File: config.mk
export PLATFORM = sky130hd
export DESIGN_NAME = add_pipe_32
export DESIGN_NICKNAME = d
export VERILOG_FILES = /design/src/rtl/add_pipe_32.sv
export SDC_FILE = /design/constraint.sdc
export NUM_CORES = 1
export LEC_CHECK = 0
export ABC_AREA = 1
export CELL_PAD_IN_SITES_DETAIL_PLACEMENT = 1
export CELL_PAD_IN_SITES_GLOBAL_PLACEMENT = 1
export CORE_MARGIN = 1
export CORE_UTILIZATION = 35
export CTS_CLUSTER_SIZE = 28
export DETAILED_ROUTE_END_ITERATION = 6
export PLACE_DENSITY = 0.83
export RECOVER_POWER = 100
export SLEW_MARGIN = 20
export SYNTH_ARGS = -nofsm -noshare
export SYNTH_HDL_FRONTEND = slang
export SYNTH_SLANG_ARGS = --single-unit
File: constraint.sdc
create_clock -name clock -period 6 [get_ports clock]
set_input_delay 0.9 -clock clock [delete_from_list [all_inputs] [get_ports clock]]
set_output_delay 0.9 -clock clock [all_outputs]
set_load 0.01 [all_outputs]
File: src/rtl/add_pipe_32.sv
// Two-stage 32-bit adder/subtractor: byte-sliced carry-lookahead partials in S1,
// inter-slice carry resolve in S2. Define ADD_PIPE_FLAGS_EN to build the status flags.

module add_pipe_32_cla8 (
    input  logic [7:0] i_a,
    input  logic [7:0] i_b,
    input  logic       i_cin,
    output logic [7:0] o_sum,
    output logic       o_g,
    output logic       o_p
);

    logic [7:0] w_gen;
    logic [7:0] w_prop;

    assign w_gen  = i_a & i_b;
    assign w_prop = i_a | i_b;
    assign o_p    = &w_prop;

    always_comb begin : sum_and_group
        logic w_c;
        logic w_gg;
        w_c   = i_cin;
        w_gg  = 1'b0;
        o_sum = '0;
        for (int i = 0; i < 8; i++) begin
            o_sum[i] = i_a[i] ^ i_b[i] ^ w_c;
            w_c      = w_gen[i] | (w_prop[i] & w_c);
            // Group generate ignores the slice carry-in; it is folded in later in S2.
            w_gg     = w_gen[i] | (w_prop[i] & w_gg);
        end
        o_g = w_gg;
    end

endmodule

module add_pipe_32 (
    input  logic        clock,
    input  logic        reset_n,
    input  logic        in_valid,
    output logic        in_ready,
    input  logic [31:0] in_a,
    input  logic [31:0] in_b,
    input  logic        in_sub,
    output logic        out_valid,
    input  logic        out_ready,
    output logic [31:0] out_result,
    output logic        out_carry,
    output logic        out_overflow,
    output logic        out_zero,
    output logic        out_negative
);

    // Handshake: a beat transfers on a rising edge where valid && ready; a producer
    // holding valid keeps its payload stable until that edge, and ready never looks at valid.

    logic [31:0]      w_b_eff;
    logic [3:0][7:0]  w_part;
    logic [3:0]       w_g;
    logic [3:0]       w_p;
    logic             w_s1_ld;
    logic             w_s2_ld;

    logic             r_s1_valid;
    logic [3:0][7:0]  r_s1_part;
    logic [3:0]       r_s1_g;
    logic [3:0]       r_s1_p;
    logic             r_s1_sub;

    logic             r_out_valid;
    logic [31:0]      r_out_result;

    logic             w_c8;
    logic             w_c16;
    logic             w_c24;
    logic [31:0]      w_result;

    assign w_b_eff = in_sub ? ~in_b : in_b;

    genvar k;
    generate
        for (k = 0; k < 4; k++) begin : g_slice
            add_pipe_32_cla8 u_cla8 (
                .i_a   (in_a[8*k +: 8]),
                .i_b   (w_b_eff[8*k +: 8]),
                .i_cin ((k == 0) ? in_sub : 1'b0),
                .o_sum (w_part[k]),
                .o_g   (w_g[k]),
                .o_p   (w_p[k])
            );
        end
    endgenerate

    assign w_s2_ld  = r_s1_valid && (!r_out_valid || out_ready);
    assign w_s1_ld  = !r_s1_valid || w_s2_ld;
    assign in_ready = reset_n && w_s1_ld;

    always_ff @(posedge clock) begin
        if (!reset_n) begin
            r_s1_valid <= 1'b0;
            r_s1_part  <= '0;
            r_s1_g     <= '0;
            r_s1_p     <= '0;
            r_s1_sub   <= 1'b0;
        end else if (w_s1_ld) begin
            r_s1_valid <= in_valid;
            if (in_valid) begin
                r_s1_part <= w_part;
                r_s1_g    <= w_g;
                r_s1_p    <= w_p;
                r_s1_sub  <= in_sub;
            end
        end
    end

    assign w_c8  = r_s1_g[0] | (r_s1_p[0] & r_s1_sub);
    assign w_c16 = r_s1_g[1] | (r_s1_p[1] & w_c8);
    assign w_c24 = r_s1_g[2] | (r_s1_p[2] & w_c16);

    assign w_result = {r_s1_part[3] + {7'd0, w_c24},
                       r_s1_part[2] + {7'd0, w_c16},
                       r_s1_part[1] + {7'd0, w_c8},
                       r_s1_part[0]};

    always_ff @(posedge clock) begin
        if (!reset_n) begin
            r_out_valid  <= 1'b0;
            r_out_result <= '0;
        end else if (w_s2_ld) begin
            r_out_valid  <= 1'b1;
            r_out_result <= w_result;
        end else if (out_ready) begin
            r_out_valid  <= 1'b0;
        end
    end

    assign out_valid  = r_out_valid;
    assign out_result = r_out_result;

`ifdef ADD_PIPE_FLAGS_EN
    logic r_s1_a31;
    logic r_s1_b31;
    logic w_c32;
    logic r_out_carry;
    logic r_out_overflow;
    logic r_out_zero;
    logic r_out_negative;

    always_ff @(posedge clock) begin
        if (!reset_n) begin
            r_s1_a31 <= 1'b0;
            r_s1_b31 <= 1'b0;
        end else if (w_s1_ld && in_valid) begin
            r_s1_a31 <= in_a[31];
            r_s1_b31 <= w_b_eff[31];
        end
    end

    assign w_c32 = r_s1_g[3] | (r_s1_p[3] & w_c24);

    always_ff @(posedge clock) begin
        if (!reset_n) begin
            r_out_carry    <= 1'b0;
            r_out_overflow <= 1'b0;
            r_out_zero     <= 1'b0;
            r_out_negative <= 1'b0;
        end else if (w_s2_ld) begin
            r_out_carry    <= w_c32;
            r_out_overflow <= (r_s1_a31 == r_s1_b31) && (w_result[31] != r_s1_a31);
            r_out_zero     <= (w_result == 32'd0);
            r_out_negative <= w_result[31];
        end
    end

    assign out_carry    = r_out_carry;
    assign out_overflow = r_out_overflow;
    assign out_zero     = r_out_zero;
    assign out_negative = r_out_negative;
`else
    // Top-slice group terms only feed the carry flag, which this build drops.
    logic w_unused_gp3;
    assign w_unused_gp3 = r_s1_g[3] ^ r_s1_p[3];

    assign out_carry    = 1'b0;
    assign out_overflow = 1'b0;
    assign out_zero     = 1'b0;
    assign out_negative = 1'b0;
`endif

endmodule

# Yosys cells after proc, flatten, opt, wreduce, memory -nomap -nowiden

Cells that the tools add are included.

Flip-flop bits (word level): 73
Bits in latches: 0
RAM bits: 0
ROM bits: 0
Input bits: 69
Output and inout bits: 38
Memories: 0

Add/subtract/negate cells: 3
Multiply operators: 0
Div/mod/pow operators: 0
$lt $le $gt $ge: 0
Equal/unequal tests: 0
Shift operators: 0
Multiplexer cells: 3
Bitwise operators: 144
Reductions and logical operators: 11

Operators with widths:

| kind                                   | number |
|---|---|
| 1-bit XOR                              | 61 |
| 1-bit bitwise AND                      | 37 |
| 1-bit OR                               | 37 |
| 32-bit 2-to-1 mux                      | 1 |
| 32-bit NOT                             | 1 |
| 8-bit OR                               | 4 |
| 8-bit by 1-bit adder with 8-bit output | 3 |
| 8-bit bitwise AND                      | 3 |
| 8-bit AND reduction                    | 3 |
| 7-bit bitwise AND                      | 1 |
| 1-bit logical AND                      | 2 |
| 1-bit logical NOT                      | 2 |
| 1-bit logical OR                       | 2 |
| 1-bit 2-to-1 mux                       | 2 |
| 2-bit AND reduction                    | 1 |
| 2-bit nonzero test                     | 1 |

# Logic depth before layout (Yosys ltp)

Depth after elaboration: 18
Depth in mapped cells: 18
Mapped depth without buffers: 16

# Modules after synthesis

A second synthesis with hierarchy kept.

Cell total of the unflattened synthesis: 721
Area total of the unflattened synthesis: 5482.8 um^2

Modules (own cells, without submodules):

| module           | times used | cells each | area an instance (um^2) | sequential area each (um^2) |
|---|---|---|---|---|
| add_pipe_32      | 1          | 449        | 3385.7                  | 1461.4 |
| add_pipe_32_cla8 | 4          | 68         | 524.3                   | 0.0 |

# Worst setup path before layout

No wires, ideal clock.

Path kind: input port to flip-flop
Start point: input port in_sub
End point: register r_s1_part[30] (netlist bit)
Arrival: 4.077 ns
Required time: 5.881 ns
Slack: 1.803 ns
Cell stages on the path: 14
Path buffers: 2
Path through: buf_4 -> buf_4 -> xor2_1 -> ha_1 -> inv_1 -> fa_1 -> fa_1 -> fa_1 -> fa_1 -> fa_1 -> inv_1 -> fa_1 -> o21ai_0 -> a21oi_1

Cells in the longest elaborated chain, start to end: 13
Elaborated cells on any way between the ends: 15

RTL lines:

| what                                          | line   | RTL |
|---|---|---|
| start, declared                               | 44     | `input logic in_sub,` |
| 32-bit 2-to-1 mux *                           | 78     | `assign w_b_eff = in_sub ? ~in_b : in_b;` |
| 8-bit OR or 7-bit bitwise AND (tied branches) | 17, 16 |  |
| 1-bit bitwise AND                             | 28     | `w_c = w_gen[i] \| (w_prop[i] & w_c);` |
| 1-bit OR                                      | -      |  |
| 1-bit bitwise AND                             | 28     |  |
| 1-bit OR                                      | -      |  |
| 1-bit bitwise AND                             | 28     |  |
| 1-bit OR                                      | -      |  |
| 1-bit bitwise AND                             | 28     |  |
| 1-bit OR                                      | -      |  |
| 1-bit bitwise AND                             | 28     |  |
| 1-bit OR                                      | -      |  |
| 1-bit XOR *                                   | 27     | `o_sum[i] = i_a[i] ^ i_b[i] ^ w_c;` |
| named net g_slice[3].u_cla8.o_sum[6]          | 8      | `output logic [7:0] o_sum,` |
| end signal, assigned                          | 108    | `r_s1_part <= w_part;` |
| end, declared                                 | 65     | `logic [3:0][7:0] r_s1_part;` |

The timed path passes the listed nets; every way through them passes the cells marked *.
A chain may end at the register's enable or synchronous reset.

# Worst setup path in the final report

Start point: input port in_sub
End point: register r_s1_part[23] (netlist bit)

Cells in the longest elaborated chain, start to end: 15
Elaborated cells on any way between the ends: 17

RTL lines:

| what                                          | line |
|---|---|
| 32-bit 2-to-1 mux *                           | 78 |
| 8-bit OR or 8-bit bitwise AND (tied branches) | 17, 16 |
| 1-bit bitwise AND                             | 28 |
| 1-bit OR                                      | 28 |
| 1-bit bitwise AND                             | 28 |
| 1-bit OR                                      | 28 |
| 1-bit bitwise AND                             | 28 |
| 1-bit OR                                      | 28 |
| 1-bit bitwise AND                             | 28 |
| 1-bit OR                                      | 28 |
| 1-bit bitwise AND                             | 28 |
| 1-bit OR                                      | 28 |
| 1-bit bitwise AND                             | 28 |
| 1-bit OR                                      | 28 |
| 1-bit XOR *                                   | 27 |
| named net g_slice[2].u_cla8.o_sum[7]          | 8 |

Marks and branches as above.

==> parameters.txt <==
Parameter                              Value

Status
  Run status ... finished with violations
  Failing checks ... capacitance limit, slew limit

Synthesis
  Average cell area after synthesis ... 8.26 sq um
  Count of mapped cells out of synthesis ... 563
  Most frequently used cell type in the post-synthesis netlist ... sky130_fd_sc_hd__inv_1
  Number of synthesized flops with an enable pin ... 0
  Synth Register Bits ... 73
  Share of synthesized area occupied by flip-flops and latches ... 0.314
  Top cells by instance count after synthesis ... sky130_fd_sc_hd__inv_1, sky130_fd_sc_hd__dfxtp_1, sky130_fd_sc_hd__nor2_1
  Post-synthesis instance area ... 4650 sq um
  Unique masters post-synth ... 29
  Post-synth top area cell ... sky130_fd_sc_hd__dfxtp_1
  Primary flip-flop cell chosen by synthesis mapping ... sky130_fd_sc_hd__dfxtp_1
  Share of the synthesized area in the top cell type ... 0.314
  Share of flip-flops with an asynchronous set or reset after synthesis ... 0
  Leading post-synthesis cells by cell area ... sky130_fd_sc_hd__dfxtp_1, sky130_fd_sc_hd__fa_1, sky130_fd_sc_hd__ha_1, sky130_fd_sc_hd__inv_1, sky130_fd_sc_hd__xnor2_1
  Number of warnings reported in the yosys synthesis log ... 0

Clock network
  Max Root-Sink Buffers ... 2
  Clock transition time at the flip-flop clock pins of the worst setup and hold paths ... 60 ps
  Setup Fix Bufs, Post-CTS ... 0
  CTS Root Buffer Type ... sky130_fd_sc_hd__clkbuf_16
  H-tree depth ... 3
  Inserted Clock Buffers ... 9
  Count of hold-fix buffers inserted at cts ... 0
  Clock latency on the worst-skew pair ... 340 ps
  Clock net sink count ... 73
  TritonCTS clock tree ... done
  CTS resizes ... 0

Die
  Area of the core region ... 12800 sq um
  Placement row count ... 41
  Horizontal die dimension ... 117 um
  Initial Utilization ... 0.364
  Die H ... 117 um
  Die area ... 13700 sq um
  IO Pins ... 107

STA
  Smallest setup slack after layout ... 1530 ps
  Hold violation count in the final report ... 0
  Max-slew violation count ... 68
  Share of the cycle needed by the critical path after routing ... 0.746
  RSZ-0062 raised after global routing ... false
  Clock period minus final worst setup slack ... 4470 ps
  Number of setup violations in the final report ... 0
  Setup skew after layout ... 7.78 ps
  Actual transition at the worst max-transition pin ... 2360 ps
  Worst rel slew slack ... -0.575
  Fmax ... 0.224 GHz
  Final setup TNS ... 0 ps

Routing
  Number of DRC markers after the initial detailed-route iteration ... 184
  Total wire length after detailed routing ... 12.0 mm
  Mean number of vias per cell ... 4.61
  DR vias ... 3828
  Residual antenna-violating net count after detailed routing ... 0
  Final routed wire length divided by cell count ... 14.4 um
  Pre-Repair DR Iteration Count ... 4
  DRC viols ... 0

Worst setup path
  Maximum net fanout on the critical path ... 25
  Crit path top cell by count ... sky130_fd_sc_hd__fa_1
  Cell-by-cell trace of the critical path ... buf_2, xnor2_1, inv_1, ha_1, inv_1, fa_1, inv_1, fa_1, fa_1, inv_1, fa_1, fa_1, fa_1, inv_1, fa_1, o21ai_0, nor2_1
  Launching instance or port of the critical path ... in_sub
  Kind of capture point of the worst setup path ... flip-flop
  Class of the most critical setup path ... in -> reg
  FF-to-FF Start ... r_s1_p[0]$_SDFFE_PN0P_
  Sort of element at the start of the critical path ... input port
  Critical path's slowest cell ... sky130_fd_sc_hd__buf_2
  Maximum single-stage delay on the critical path ... 530 ps
  WP data arrival ... 4700 ps
  Data required time of the critical path ... 6220 ps

Global routing
  Maximum number of pins on one net before global-route repair ... 68
  Total global-route track usage ... 0.188
  Vias in the first global route ... 4131
  Overall overflow remaining after global route ... 0
  Antenna violations before repair ... 0
  Wire length of the first global-routing pass ... 19.9 mm

Place
  RD Place Congestion ... 0.862
  Detailed-placement wirelength estimate ... 9.43 mm
  Post-placement setup slack ... 1180 ps
  Count of buffers inserted at the top-level ports ... 102

Layout
  Nets@finish ... 789
  Share of cells above drive strength 1 ... 0.0410
  Layout overhead on the synthesized area ... 29.1%
  Diodes inserted ... 0

Min path
  Hold path startpoint ... r_s1_part[7]$_SDFFE_PN0P_
  Type of the worst min-delay path ... reg -> reg

Job
  Max-cap violations ... 1

Pwr
  Total power divided by cell area ... 247 nW/um^2
  Static leakage ... 2.77 nW
  Worst supply voltage drop on vdd ... 144 uV
[worst max-delay path, delay by kind of cell]
kind	cells	cell delay, ps
xor gates and xnor gates	1	200
AOI/OAI and AO/OA	1	180
and+or+nand+nor	1	70
adders and majority gates	8	2450
buffers and inverters	6	880
[routing by layer]
layer  vias to the layer above  GRT usage  routed length (um)
met5                         -          0                   0
met4                         0     0.0523                 123
met3                        10     0.0345                 496
met2                        74      0.335                5940
met1                      1825      0.231                5400
li1                       1919          -                   -
[path summary, 6_finish.rpt]
path / end / slack, ps / cells past startpoint
max: r_s1_part[23]$_SDFFE_PN0P_ / 1530 / 17
min: out_result[7]$_SDFFE_PN0P_ / 470 / 2
max reg2reg: out_result[30]$_SDFFE_PN0P_ / 4060 / 12
min reg2reg: out_result[7]$_SDFFE_PN0P_ / 470 / 2
[cells in the final DEF (no fill, tap or decap)]
| master | count |
|---|---|
| sky130_fd_sc_hd__a211oi_1 | 4 |
| sky130_fd_sc_hd__a21o_1 | 3 |
| sky130_fd_sc_hd__a21oi_1 | 39 |
| sky130_fd_sc_hd__buf_2 | 2 |
| sky130_fd_sc_hd__buf_4 | 1 |
| sky130_fd_sc_hd__bufinv_16 | 2 |
| sky130_fd_sc_hd__clkbuf_1 | 2 |
| sky130_fd_sc_hd__clkbuf_16 | 9 |
| sky130_fd_sc_hd__clkdlybuf4s50_1 | 66 |
| sky130_fd_sc_hd__clkinv_2 | 3 |
| sky130_fd_sc_hd__clkinvlp_4 | 1 |
| sky130_fd_sc_hd__conb_1 | 4 |
| sky130_fd_sc_hd__dfxtp_1 | 73 |
| sky130_fd_sc_hd__dlygate4sd3_1 | 34 |
| sky130_fd_sc_hd__fa_1 | 26 |
| sky130_fd_sc_hd__ha_1 | 41 |
| sky130_fd_sc_hd__inv_1 | 93 |
| sky130_fd_sc_hd__inv_4 | 2 |
| sky130_fd_sc_hd__nand2_1 | 37 |
| sky130_fd_sc_hd__nand2_2 | 2 |
| sky130_fd_sc_hd__nand2_4 | 1 |
| sky130_fd_sc_hd__nand3_1 | 18 |
| sky130_fd_sc_hd__nand3_2 | 1 |
| sky130_fd_sc_hd__nand4_1 | 2 |
| sky130_fd_sc_hd__nor2_1 | 72 |
| sky130_fd_sc_hd__nor3_1 | 3 |
| sky130_fd_sc_hd__nor4_1 | 2 |
| sky130_fd_sc_hd__o211ai_1 | 6 |
| sky130_fd_sc_hd__o21ai_0 | 51 |
| sky130_fd_sc_hd__o21ai_1 | 11 |
| sky130_fd_sc_hd__or2_2 | 3 |
| sky130_fd_sc_hd__xnor2_1 | 32 |
| sky130_fd_sc_hd__xor2_1 | 12 |
[state kept, by name, indices dropped and copies added (netlist names)]
| register | cells |
|---|---|
| r_s1_g | 3 |
| r_s1_valid | 1 |
| out_valid | 1 |
| out_result | 32 |
| r_s1_p | 3 |
| r_s1_part | 32 |
| r_s1_sub | 1 |
[stage by stage]
step                      cells  power (mW)   util  area (sq um)  hold slack (ps)
after floorplan             566       0.778      -          4660              429
final                       830        1.48  0.470          6000              467
after CTS                   830        1.50  0.470          6000              468
after global placement      814       0.908  0.446          5690              446
after global routing        830        1.56  0.470          6000              507
after detailed placement    814       0.936  0.446          5690              458
[cell type report]
cell class	count	area, sq um
Fill cell	1524	6770
Multi-Input combinational cell	370	2630
Sequential cell	73	1460
Timing Repair Buffer	104	1020
Inverter	95	362
Clock buffer	10	229
Tap cell	172	215
Clock inverter	6	82.6
[cell families (layout without fill, tap and decap cells)]
kind of cell    after synthesis  count (layout)  synth area share
simple gates                141             141             0.127
buf+inv                     123             215             0.122
compound gates              114             114             0.130
fa+ha+maj                    67              67             0.222
other cells                   1               4          0.000807
flops                        73              73             0.314
xor+xnor                     44              44            0.0829
[power by group]
| group | leakage [nW] | total (mW) | switching [mW] | internal (mW) |
|---|---|---|---|---|
| logic | 2.02 | 0.351 | 0.186 | 0.165 |
| registers | 0.604 | 0.566 | 0.0357 | 0.531 |
| clock network | 0.152 | 0.562 | 0.200 | 0.362 |
(Power assumes the default switching activity.)
